<file path="src/rtl/wired_pkg.sv">
`default_nettype none
// +----------------------------------------------------------------------+
// | Module  : wired_pkg                                                  |
// | Purpose : Shared mode encodings and FSM state type for the wired     |
// |           bus resolver.                                              |
// | Ports   : none (package)                                             |
// | Rev     : 1.0  initial release                                       |
// +----------------------------------------------------------------------+
package wired_pkg;

    localparam logic [1:0] MODE_WAND = 2'd0;
    localparam logic [1:0] MODE_WOR  = 2'd1;
    localparam logic [1:0] MODE_TRI  = 2'd2;
    // 2'd3 is reserved and resolves as wired-AND.

    typedef enum logic [1:0] {
        ST_IDLE    = 2'd0,
        ST_RESOLVE = 2'd1,
        ST_FAULT   = 2'd2
    } state_t;

endpackage : wired_pkg
`default_nettype wire

</file>
<file path="src/rtl/wired_reduce.sv">
`default_nettype none
// +----------------------------------------------------------------------+
// | Module  : wired_reduce                                               |
// | Purpose : Combinational reduction of the enabled drivers.            |
// | Ports   : drv_data_i  N_DRV*WIDTH packed driver values               |
// |           drv_en_i    per-driver enable                              |
// |           mode_i      resolution mode                                |
// |           value_o     resolved value (no keeper applied)             |
// |           any_en_o    at least one driver enabled                    |
// |           multi_en_differ_o  enabled drivers disagree on some bit    |
// | Rev     : 1.0  initial release                                       |
// +----------------------------------------------------------------------+
module wired_reduce
    import wired_pkg::*;
#(
    parameter int N_DRV = 4,
    parameter int WIDTH = 8
) (
    input  logic [N_DRV*WIDTH-1:0] drv_data_i,
    input  logic [N_DRV-1:0]       drv_en_i,
    input  logic [1:0]             mode_i,
    output logic [WIDTH-1:0]       value_o,
    output logic                   any_en_o,
    output logic                   multi_en_differ_o
);

    logic [WIDTH-1:0] w_and;
    logic [WIDTH-1:0] w_or;

    always_comb begin
        w_and = '1;
        w_or  = '0;
        for (int i = 0; i < N_DRV; i++) begin
            if (drv_en_i[i]) begin
                w_and = w_and & drv_data_i[i*WIDTH +: WIDTH];
                w_or  = w_or  | drv_data_i[i*WIDTH +: WIDTH];
            end
        end
    end

    assign any_en_o = |drv_en_i;

    // Enabled drivers all agree exactly when AND and OR of them coincide;
    // with no driver enabled the identities differ, so gate on any_en.
    assign multi_en_differ_o = any_en_o && (w_and != w_or);

    // When TRI drivers agree, OR equals the common value.
    assign value_o = ((mode_i == MODE_WOR) || (mode_i == MODE_TRI)) ? w_or : w_and;

endmodule : wired_reduce
`default_nettype wire

</file>
<file path="src/rtl/wired_bus_resolver.sv">
`default_nettype none
// +----------------------------------------------------------------------+
// | Module  : wired_bus_resolver                                         |
// | Purpose : Registered N-driver bus resolver (WAND/WOR/TRI+keeper)     |
// |           with contention counting and persistent-contention fault.  |
// | Ports   : clk, rst (sync, active-high)                               |
// |           drv_data_i, drv_en_i, mode_i, clr_fault_i, cnt_clr_i       |
// |           bus_q_o, no_drv_o, contention_o, contention_cnt_o, fault_o |
// | Rev     : 1.0  initial release                                       |
// +----------------------------------------------------------------------+
module wired_bus_resolver
    import wired_pkg::*;
#(
    parameter int N_DRV    = 4,
    parameter int WIDTH    = 8,
    parameter int HOLD_CYC = 3,
    parameter int CNT_W    = 8
) (
    input  logic                   clk,
    input  logic                   rst,
    input  logic [N_DRV*WIDTH-1:0] drv_data_i,
    input  logic [N_DRV-1:0]       drv_en_i,
    input  logic [1:0]             mode_i,
    input  logic                   clr_fault_i,
    input  logic                   cnt_clr_i,
    output logic [WIDTH-1:0]       bus_q_o,
    output logic                   no_drv_o,
    output logic                   contention_o,
    output logic [CNT_W-1:0]       contention_cnt_o,
    output logic                   fault_o
);

    localparam int PERS_W = $clog2(HOLD_CYC + 1);
    localparam logic [PERS_W-1:0] C_PERS_LAST = PERS_W'(HOLD_CYC - 1);

    state_t            state_q, state_d;
    logic [WIDTH-1:0]  bus_q, bus_d;
    logic              no_drv_q, no_drv_d;
    logic              cont_q, cont_d;
    logic [CNT_W-1:0]  cnt_q, cnt_d;
    logic [PERS_W-1:0] pers_q, pers_d;
    logic [1:0]        mode_q;

    logic [WIDTH-1:0]  w_red;
    logic              w_any_en;
    logic              w_differ;
    logic              w_cont;
    logic              w_pers_inc;
    logic [WIDTH-1:0]  w_res;

    wired_reduce #(
        .N_DRV (N_DRV),
        .WIDTH (WIDTH)
    ) u_reduce (
        .drv_data_i        (drv_data_i),
        .drv_en_i          (drv_en_i),
        .mode_i            (mode_i),
        .value_o           (w_red),
        .any_en_o          (w_any_en),
        .multi_en_differ_o (w_differ)
    );

    assign w_cont = (mode_i == MODE_TRI) && w_differ;

    // Persistence only builds over an unbroken run of contention in one
    // mode; a clear pulse or mode switch restarts it.
    assign w_pers_inc = w_cont && !clr_fault_i && (mode_i == mode_q);

    // TRI keeper: with no driver or with a conflict the bus holds.
    assign w_res = ((mode_i == MODE_TRI) && (!w_any_en || w_differ)) ? bus_q : w_red;

    // State register
    always_ff @(posedge clk) begin
        if (rst) state_q <= ST_IDLE;
        else     state_q <= state_d;
    end

    // Next-state logic
    always_comb begin
        state_d = state_q;
        case (state_q)
            ST_IDLE:    state_d = ST_RESOLVE;
            ST_RESOLVE: if (w_pers_inc && (pers_q == C_PERS_LAST)) state_d = ST_FAULT;
            ST_FAULT:   if (clr_fault_i) state_d = ST_RESOLVE;
            default:    state_d = ST_IDLE;
        endcase
    end

    // Output / datapath next-values
    always_comb begin
        bus_d    = bus_q;
        no_drv_d = no_drv_q;
        cont_d   = cont_q;
        cnt_d    = cnt_q;
        pers_d   = '0;

        if (state_q != ST_IDLE) begin
            no_drv_d = !w_any_en;
            cont_d   = w_cont;
            bus_d    = (state_d == ST_FAULT) ? '0 : w_res;
        end

        if ((state_q == ST_RESOLVE) && w_pers_inc && (pers_q != C_PERS_LAST)) begin
            pers_d = pers_q + 1'b1;
        end

        if (cnt_clr_i) begin
            cnt_d = '0;
        end else if ((state_q != ST_IDLE) && w_cont && (cnt_q != '1)) begin
            cnt_d = cnt_q + 1'b1;
        end
    end

    always_ff @(posedge clk) begin
        if (rst) begin
            bus_q    <= '0;
            no_drv_q <= 1'b1;
            cont_q   <= 1'b0;
            cnt_q    <= '0;
            pers_q   <= '0;
            mode_q   <= MODE_WAND;
        end else begin
            bus_q    <= bus_d;
            no_drv_q <= no_drv_d;
            cont_q   <= cont_d;
            cnt_q    <= cnt_d;
            pers_q   <= pers_d;
            mode_q   <= mode_i;
        end
    end

    assign bus_q_o          = bus_q;
    assign no_drv_o         = no_drv_q;
    assign contention_o     = cont_q;
    assign contention_cnt_o = cnt_q;
    assign fault_o          = (state_q == ST_FAULT);

endmodule : wired_bus_resolver
`default_nettype wire

</file>
<file path="config.mk">
export PLATFORM = sky130hd
export DESIGN_NAME = wired_bus_resolver
export DESIGN_NICKNAME = d
export VERILOG_FILES = /design/src/rtl/wired_pkg.sv /design/src/rtl/wired_reduce.sv /design/src/rtl/wired_bus_resolver.sv
export SDC_FILE = /design/constraint.sdc
export NUM_CORES = 1
export LEC_CHECK = 0
export ABC_AREA = 0
export BUFFER_PORTS_ARGS = -buffer_cell sky130_fd_sc_hd__clkbuf_2
export CORE_MARGIN = 2
export CORE_UTILIZATION = 51
export DETAILED_ROUTE_END_ITERATION = 6
export GPL_ROUTABILITY_DRIVEN = 0
export GPL_TIMING_DRIVEN = 0
export PLACE_DENSITY = 0.88
export SLEW_MARGIN = 20
export SYNTH_ARGS = -nofsm -noshare
export SYNTH_HDL_FRONTEND = slang
export SYNTH_HIERARCHICAL = 1
export SYNTH_SLANG_ARGS = --single-unit
</file>
<file path="constraint.sdc">
create_clock -name clk -period 3.1 [get_ports clk]
set_clock_uncertainty 0.05 [all_clocks]
set_input_delay 0.62 -clock clk [delete_from_list [all_inputs] [get_ports clk]]
set_output_delay 0.62 -clock clk [all_outputs]
set_load 0.01 [all_outputs]
</file>
# Yosys cells after proc, flatten, opt, wreduce, memory -nomap -nowiden

Cells that the tools add are included.

Register bits: 24
Input bits: 42
Output and inout bits: 19
Word-level logic and storage cells: 61

Add/subtract/negate cells: 2
Equality and inequality tests: 11
Mux-type cells: 14
Bitwise gates (word level): 7
Reduce and logical (&&, ||, !) cells: 20

Operators with widths:

| cell                                                 | number |
|---|---|
| 2-to-1 mux 8 bit                                     | 11 |
| AND 8 bit                                            | 3 |
| OR 8 bit                                             | 3 |
| logical AND 1 bit                                    | 10 |
| adder 8 x 1 -> 8 bit (second input constant)         | 1 |
| equality test 2 bit (second input constant)          | 4 |
| != test 8 bit                                        | 1 |
| != test 8 bit (second input constant)                | 1 |
| case mux 2 bit (3 select lines)                      | 1 |
| equality test 2 x 1 -> 1 bit (second input constant) | 2 |
| 2-to-1 mux 2 bit                                     | 2 |
| OR reduction 2 bit                                   | 2 |
| OR reduction 4 bit                                   | 1 |
| adder 2 x 1 -> 2 bit (second input constant)         | 1 |
| equality test 2 bit                                  | 1 |
| zero test 1 bit                                      | 2 |
| zero test 2 bit                                      | 1 |
| logical OR 1 bit                                     | 2 |
| != test 2 x 1 -> 1 bit (second input constant)       | 1 |
| != test 2 bit (second input constant)                | 1 |
| AND reduction 2 bit                                  | 1 |
| nonzero test 2 bit                                   | 1 |
| NOT 1 bit                                            | 1 |

# Depth between registers and ports, before layout

Gate-level depths: netlist of the first run.

Depth in word-level cells: 18
Depth in mapped cells: 12
Gate-level depth less buffers: 9

# Cells and area by module

Netlist of the first run, hierarchy kept.

Modules (own cells, without submodules):

| module             | instances | cells an instance | area each (um2) | sequential area each (um2) |
|---|---|---|---|---|
| wired_bus_resolver | 1         | 125               | 1192.4          | 480.5 |
| wired_reduce       | 1         | 96                | 678.2           | 0.0 |

# Worst setup path before layout of the first run

No wires, ideal clock.

Path type: input to register
From: input drv_en_i[2]
To: register cnt_q[6], in the netlist contention_cnt_o[6]
Setup time: 0.116 ns
Data arrival time: 2.611 ns
Data required time: 2.934 ns
Slack: 0.323 ns
Cell stages on the path: 9
Buffers on the path: 1
Cell sequence: buf_2 nor4_1 a2111oi_0 and4b_1 a31oi_1 nand3b_1 nor4_2 a31oi_1 a41o_1

Cells in the longest elaborated chain, start to end: 8
Elaborated cells between the ends (all ways): 12
Those cells by class: eq/ne (1); mux (4); bitwise (2); reduce/logical (5)

Ends and longest elaborated chain:

| item                                  | line                                   | text |
|---|---|---|
| start, declared                       | wired_bus_resolver.sv:22               | `input logic [N_DRV-1:0] drv_en_i,` |
| 2-to-1 mux 8 bit                      | wired_reduce.sv:34                     | `if (drv_en_i[i]) begin` |
| AND 8 bit or OR 8 bit (tied branches) | wired_reduce.sv:35, wired_reduce.sv:36 |  |
| 2-to-1 mux 8 bit                      | wired_reduce.sv:34                     |  |
| != test 8 bit                         | wired_reduce.sv:45                     | `assign multi_en_differ_o = any_en_o && (w_and != w_or);` |
| logical AND 1 bit *                   | wired_reduce.sv:45                     |  |
| net w_differ                          | wired_bus_resolver.sv:46               | `logic w_differ;` |
| logical AND 1 bit *                   | wired_bus_resolver.sv:63               | `assign w_cont = (mode_i == MODE_TRI) && w_differ;` |
| logical AND 1 bit * (2 in series)     | wired_bus_resolver.sv:109              | `end else if ((state_q != ST_IDLE) && w_cont && (cnt_q != '1)) begin` |
| end signal, assigned                  | wired_bus_resolver.sv:126              | `cnt_q <= cnt_d;` |
| end, declared                         | wired_bus_resolver.sv:40               | `logic [CNT_W-1:0] cnt_q, cnt_d;` |

The timed path passes the listed nets; every way through them passes the cells marked *.
A chain may end at the register's enable or synchronous reset.

# Final worst setup path of the first run

From: input drv_en_i[1]
To: register bus_q[6], in the netlist bus_q_o[6]

Cells in the longest elaborated chain, start to end: 16
Elaborated cells between the ends (all ways): 28
Those cells by class: eq/ne (3); mux (11); bitwise (4); reduce/logical (10)

Ends and longest elaborated chain:

| item                                    | line                                   | text |
|---|---|---|
| 2-to-1 mux 8 bit                        | wired_reduce.sv:34                     |  |
| AND 8 bit or OR 8 bit (tied branches)   | wired_reduce.sv:35, wired_reduce.sv:36 |  |
| 2-to-1 mux 8 bit                        | wired_reduce.sv:34                     |  |
| AND 8 bit or OR 8 bit (tied branches)   | wired_reduce.sv:35, wired_reduce.sv:36 |  |
| 2-to-1 mux 8 bit                        | wired_reduce.sv:34                     |  |
| != test 8 bit                           | wired_reduce.sv:45                     |  |
| logical AND 1 bit *                     | wired_reduce.sv:45                     |  |
| net w_differ                            | wired_bus_resolver.sv:46               |  |
| logical AND 1 bit                       | wired_bus_resolver.sv:63               |  |
| logical AND 1 bit (2 in series)         | wired_bus_resolver.sv:67               | `assign w_pers_inc = w_cont && !clr_fault_i && (mode_i == mode_q);` |
| logical AND 1 bit                       | wired_bus_resolver.sv:83               | `ST_RESOLVE: if (w_pers_inc && (pers_q == C_PERS_LAST)) state_d = ST_FAULT;` |
| 2-to-1 mux 2 bit                        | wired_bus_resolver.sv:83               |  |
| case mux 2 bit (3 select lines)         | wired_bus_resolver.sv:81               | `case (state_q)` |
| equality test 2 bit                     | wired_bus_resolver.sv:100              | `bus_d = (state_d == ST_FAULT) ? '0 : w_res;` |
| != test 2 x 1 -> 1 bit (no source line) | -                                      |  |
| AND reduction 2 bit (no source line)    | -                                      |  |
| end signal, assigned                    | wired_bus_resolver.sv:123              | `bus_q <= bus_d;` |
| end, declared                           | wired_bus_resolver.sv:37               | `logic [WIDTH-1:0] bus_q, bus_d;` |

The timed path passes the listed nets; every way through them passes the cells marked *. The select of a mux whose other input is x is not followed.

==> metrics.yaml, run 1 <==
hp-start: "pers_q[0]$_SDFF_PP0_"
drv_slew: 0
synth_top_area_cell: "dfxtp_1"
power-per-cell-area_nw_per_um2: 315
synthFlopType: "dfxtp_1"
period_needed_ns: 2.86
synth_top_area_share: 0.257
hold_viol_final: 0
r2r-end: "contention_cnt_o[1]$_SDFFE_PP0P_"
dpl_cell_area_um2: 2220
numPortBuffers: 58
worstMarginPinSlew_ns: 0.668
cts_max_level: 1
root_buffer: "clkbuf_8"
ys_seq_area_frac: 0.257
setup_violations: 0
gr-usage-met2: 0.410
grt_max_degree: 13
required_ns: 3.24
io_pins: 61
synth_fp_nets: 265
synth_cell_types: 53
avgRoutedWirePerCell_um: 14.1
grt_use_total: 0.236
cts_buffers: 3
synth-async-reset-ratio: 0
drive_above_1_share: 0.332
drt_wl_total_um: 4660
via_per_inst: 5.81
power.leakage_nw: 1.05
hp-class: "reg2reg"
period_share: 0.923
post-dp-hpwl_um: 3640
worstHoldEndpoint: "pers_q[0]$_SDFF_PP0_"
top_usage_layer: "met2"
path_clk_slew_ns: 0.08
avgSynthCellArea_um2: 8.46
clk-insertion-delay-late_ns: 0.26
drt-pass1-iter-count: 4
drc_errors: 0
clk_path_buf_depth: 2
synth-edff-count: 0
status: "complete, no violations"
synth_area_leaders: "dfxtp_1 (26%), mux2i_1 (7.0%), nand2b_1 (5.4%), nor2_1 (4.8%), or2b_2 (4.7%)"
initial_core_util: 0.519
grt_pass1_vias: 1823
fin_area_um2: 2300
met1_usage: 0.293
die_w_um: 64.6
crit_type: "in2reg"
grt_remaining_overflow: 0
die-area_um2: 4170
peakVddDrop_uv: 222
relSlewSlack: 0.553
synthCells: 221
coreArea_um2: 3610
layout_setup_ws_ns: 0.237
preCtsSetupSlack_ns: -0.227
worstPathMaxFanout: 10
die_y_um: 64.6
ys.warnings.count: 6
fmax_mhz: 349
grt.met3_usage: 0.0521
final_nets: 329
cp_data_arrival_time_ns: 3.00
cts_sinks: 24
rr_startpoint: "contention_cnt_o[0]$_SDFFE_PP0P_"
crit_path_end_kind: "register"
cts_tree: "done"
maxCapViolCount: 0
ys_top_cells_by_count: "dfxtp_1 (24), nor2_1 (24), nand2_1 (18)"
r2r_setup_slack_ns: 1.38
grt_pass1_wl_um: 7900
syn2layout_area_growth_pct: 22.7
min_delay_path_depth: 1
startpoint_type: "primary input"
postRouteAntennaNets: 0
antennaDiodeCount: 0
antenna_found_initial: 0
num_rows: 22
drt_iter0_markers: 102
synth_area_um2: 1870
rsz0062_at_grt: "false"
rr_worst_depth: 5
via_count: 1922
ys_ff_latch: 24
## cell usage in the layout (no fill, tap or decap), drive strengths merged, types with 3 or more instances in the layout
cell and count:
a221oi 4, nand3 4, inv 9, o21ai 5, nor2 24, nand2b 16, nand4 3, nor2b 5
o2111ai 4, nor4 4, xor2 3, clkbuf 62, nand2 18, or2b 16, a22o 5, a222oi 3
dfxtp 24, mux2i 13, a21oi 8, a31oi 4, a22oi 5, buf 11
## per-layer routing
metal	share of wire	wire length [um]
met2	0.50	2330
met1	0.43	2000
met5	0	0
met4	0.011	51
met3	0.061	284
## worst max-delay path, stage by stage
cell and delay, ns:
clkbuf_2 0.14, buf_6 0.16, a22o_1 0.24, a221oi_2 0.25
nor2_1 0.09, nor4_1 0.26, a31oi_1 0.20, and4b_1 0.30
a311oi_4 0.48, nand2_1 0.11, mux2i_1 0.14
## area by class of cell
class	instances	area (um2)
tap	48	60.1
fill	298	1310
sequential	24	480
multi-input combinational	177	1290
clock buffer	3	41.3
buffer	11	91.3
timing repair buffer	59	298
inverter	9	33.8
## per-stage QoR
step                TNS [ns]  hold slack [ns]  power, mW   util  std cells
global route               0            0.409      0.769  0.637        331
detailed placement     -1.26            0.370      0.548  0.616        327
floorplan                  0            0.342      0.474      -        221
finish                     0            0.382      0.723  0.637        331
global placement      -0.454            0.355      0.543  0.616        327
CTS                        0            0.387      0.724  0.627        330
## registers in the layout, indices dropped and copies added (netlist names)
signal            flops
state_q               2
pers_q                2
contention_cnt_o      8
mode_q                2
no_drv_o              1
bus_q_o               8
contention_o          1
## where the power goes
group          switching (mW)  total, mW  leakage, nW  internal (mW)
combinational           0.113      0.215        0.832          0.103
sequential            0.00874      0.331        0.196          0.323
clock                  0.0892      0.176       0.0216         0.0867
total                   0.211      0.723         1.05          0.512
## what timing repair did
action / in CTS / in global routing
endpoints found under the hold margin: 0 / 0
resized for setup: 0 / 3
setup endpoints to repair: 0 / 11
hold buffers: 0 / 0
setup buffers: 0 / 1
## cells by family after synthesis
| family | count (synthesis) | synth area share |
|---|---|---|
| compound gates | 53 | 0.242 |
| xor+xnor | 4 | 0.0187 |
| fa+ha+maj | 2 | 0.0134 |
| buf+inv | 20 | 0.0669 |
| flops | 24 | 0.257 |
| mux | 13 | 0.0696 |
| simple gates | 105 | 0.332 |
## worst max path at each step
| stage | to | start |
|---|---|---|
| after floorplan | contention_cnt_o[6]$_SDFFE_PP0P_ | drv_en_i[2] |
| after global placement | contention_cnt_o[6]$_SDFFE_PP0P_ | drv_en_i[3] |
| after detailed placement | contention_cnt_o[6]$_SDFFE_PP0P_ | drv_en_i[3] |
| after CTS | contention_cnt_o[6]$_SDFFE_PP0P_ | drv_en_i[3] |
| after global routing | bus_q_o[1]$_SDFFE_PP0P_ | drv_en_i[1] |
| final | bus_q_o[6]$_SDFFE_PP0P_ | drv_en_i[1] |
(Power assumes the default switching activity.)
==> run 2, diff against run 1 <==
--- a/config.mk
+++ b/config.mk
@@ -12,6 +12,7 @@
 export DETAILED_ROUTE_END_ITERATION = 6
 export GPL_ROUTABILITY_DRIVEN = 0
 export GPL_TIMING_DRIVEN = 0
+export MAX_ROUTING_LAYER = met4
 export PLACE_DENSITY = 0.88
 export SLEW_MARGIN = 20
 export SYNTH_ARGS = -nofsm -noshare
==> constraint.sdc (replaced) <==
create_clock -name clk -period 3.1 [get_ports clk]
set_clock_uncertainty 0.05 [all_clocks]
set_input_delay 0.62 -clock clk [delete_from_list [all_inputs] [get_ports clk]]
set_output_delay 0.62 -clock clk [all_outputs]
set_load 0.05 [all_outputs]
==> metrics.yaml, run 2 (synthesis results as in run 1) <==
cp_top_family: "compound AO/OA/AOI/OAI gates"
dpl_cell_area_um2: 2220
setup_tns_ns: 0
path_clk_slew_ns: 0.08
io_pins: 61
post-dp-hpwl_um: 3640
startpoint_type: "primary input"
grt_max_degree: 13
syn2layout_area_growth_pct: 22.7
p_int_mw: 0.512
antenna_found_initial: 0
hold_ws_ns: 0.382
rsz0062_at_grt: "false"
worstPathMaxFanout: 10
startpoint: "drv_en_i[1]"
seqPwrFrac: 0.436
period_share: 0.925
drt_iter0_markers: 108
relSlewSlack: 0.553
clk-insertion-delay-late_ns: 0.26
via_per_inst: 5.76
peakVddDrop_uv: 259
hold_viol_final: 0
required_ns: 3.24
crit_type: "in2reg"
grt_pass1_vias: 1819
die_y_um: 64.6
drv_slew: 0
power-per-cell-area_nw_per_um2: 331
setup_violations: 0
drt-pass1-iter-count: 4
worstMarginPinSlew_ns: 0.668
cts_buffers: 3
num_rows: 22
fin_util: 0.637
slowest_stage: "a311oi_4"
grt_remaining_overflow: 0
worst-path-buf-inv: 2
final_cell_mix: "clkbuf_2 (58), nor2_1 (24), dfxtp_1 (24)"
rr_startpoint: "contention_cnt_o[0]$_SDFFE_PP0P_"
cp_data_arrival_time_ns: 3.01
cts_tree: "done"
path_cells: "clkbuf_2, buf_6, a22o_1, a221oi_2, nor2_1, nor4_1, a31oi_1, and4b_1, a311oi_4, nand2_1, mux2i_1"
antennaDiodeCount: 0
grt_pass1_wl_um: 7900
status: "complete, no violations"
cts_max_level: 1
period_needed_ns: 2.87
fmax_mhz: 349
drt_wl_total_um: 4650
fin_area_um2: 2300
die-area_um2: 4170
hp-class: "reg2reg"
maxCapViolCount: 0
hold_buffers: 0
avgRoutedWirePerCell_um: 14.0
final_nets: 329
drc_errors: 0
finalPower_mw: 0.760
postRouteAntennaNets: 0
critPathMaxStageDelay_ns: 0.48
initial_core_util: 0.519
die_w_um: 64.6
clkPwrFrac: 0.232
p_switching_mw: 0.248
via_count: 1906
final_common_cell: "clkbuf_2"
hp-start: "pers_q[0]$_SDFF_PP0_"
coreArea_um2: 3610
grt_use_total: 0.242
clk_path_buf_depth: 2
combinationalPowerShare: 0.332
drive_above_1_share: 0.332
root_buffer: "clkbuf_8"
numPortBuffers: 58
power.leakage_nw: 1.05
cts_sinks: 24
crit_path_end_kind: "register"
swShare: 0.327
-- run 2: layout make-up --
| class | instances | area, um2 |
|---|---|---|
| repair buffers | 59 | 298 |
| inverters | 9 | 33.8 |
| flip-flops and latches | 24 | 480 |
| well taps | 48 | 60.1 |
| multi-input cells | 177 | 1290 |
| fillers | 298 | 1310 |
| plain buffers | 11 | 91.3 |
| clock buffers | 3 | 41.3 |
-- run 2: power groups by stage --
stage	clock network (mW)	logic, mW	registers (mW)
6_report	0.176	0.253	0.331
5_1_grt	0.198	0.274	0.334
4_1_cts	0.182	0.248	0.332
3_5_place_dp	0	0.247	0.339
3_3_place_gp	0	0.242	0.338
2_1_floorplan	0	0.131	0.380
-- run 2: path summary, 6_finish.rpt --
path	cells past startpoint	slack (ns)	endpoint
max reg2reg	5	1.38	contention_cnt_o[1]$_SDFFE_PP0P_
min	1	0.38	pers_q[0]$_SDFF_PP0_
min reg2reg	1	0.38	pers_q[0]$_SDFF_PP0_
max	11	0.23	bus_q_o[6]$_SDFFE_PP0P_
-- run 2: metal layers --
metal	track usage	share of wire	vias to the layer above
met5	-	0	-
met4	0.0638	0.0095	0
met3	0.0521	0.060	6
met2	0.410	0.50	59
met1	0.293	0.43	900
li1	-	-	941
-- run 2: repair_timing --
action,CTS,global route
setup endpoints to repair,0,11
resized for setup,0,3
setup buffers,0,1
-- run 2: through the flow --
stage	setup WS (ns)	cells
after floorplan	0.307	221
after global placement	-0.125	327
after detailed placement	-0.227	327
after CTS	0.0331	330
after global routing	0.0681	331
final	0.234	331
-- run 2: worst reg2reg max path, stage by stage, from the launching register on --
cell and delay, ns:
dfxtp_1 0.40, ha_1 0.30, nand3_1 0.17, o211ai_1 0.37, mux2i_1 0.26, nor2_1 0.05
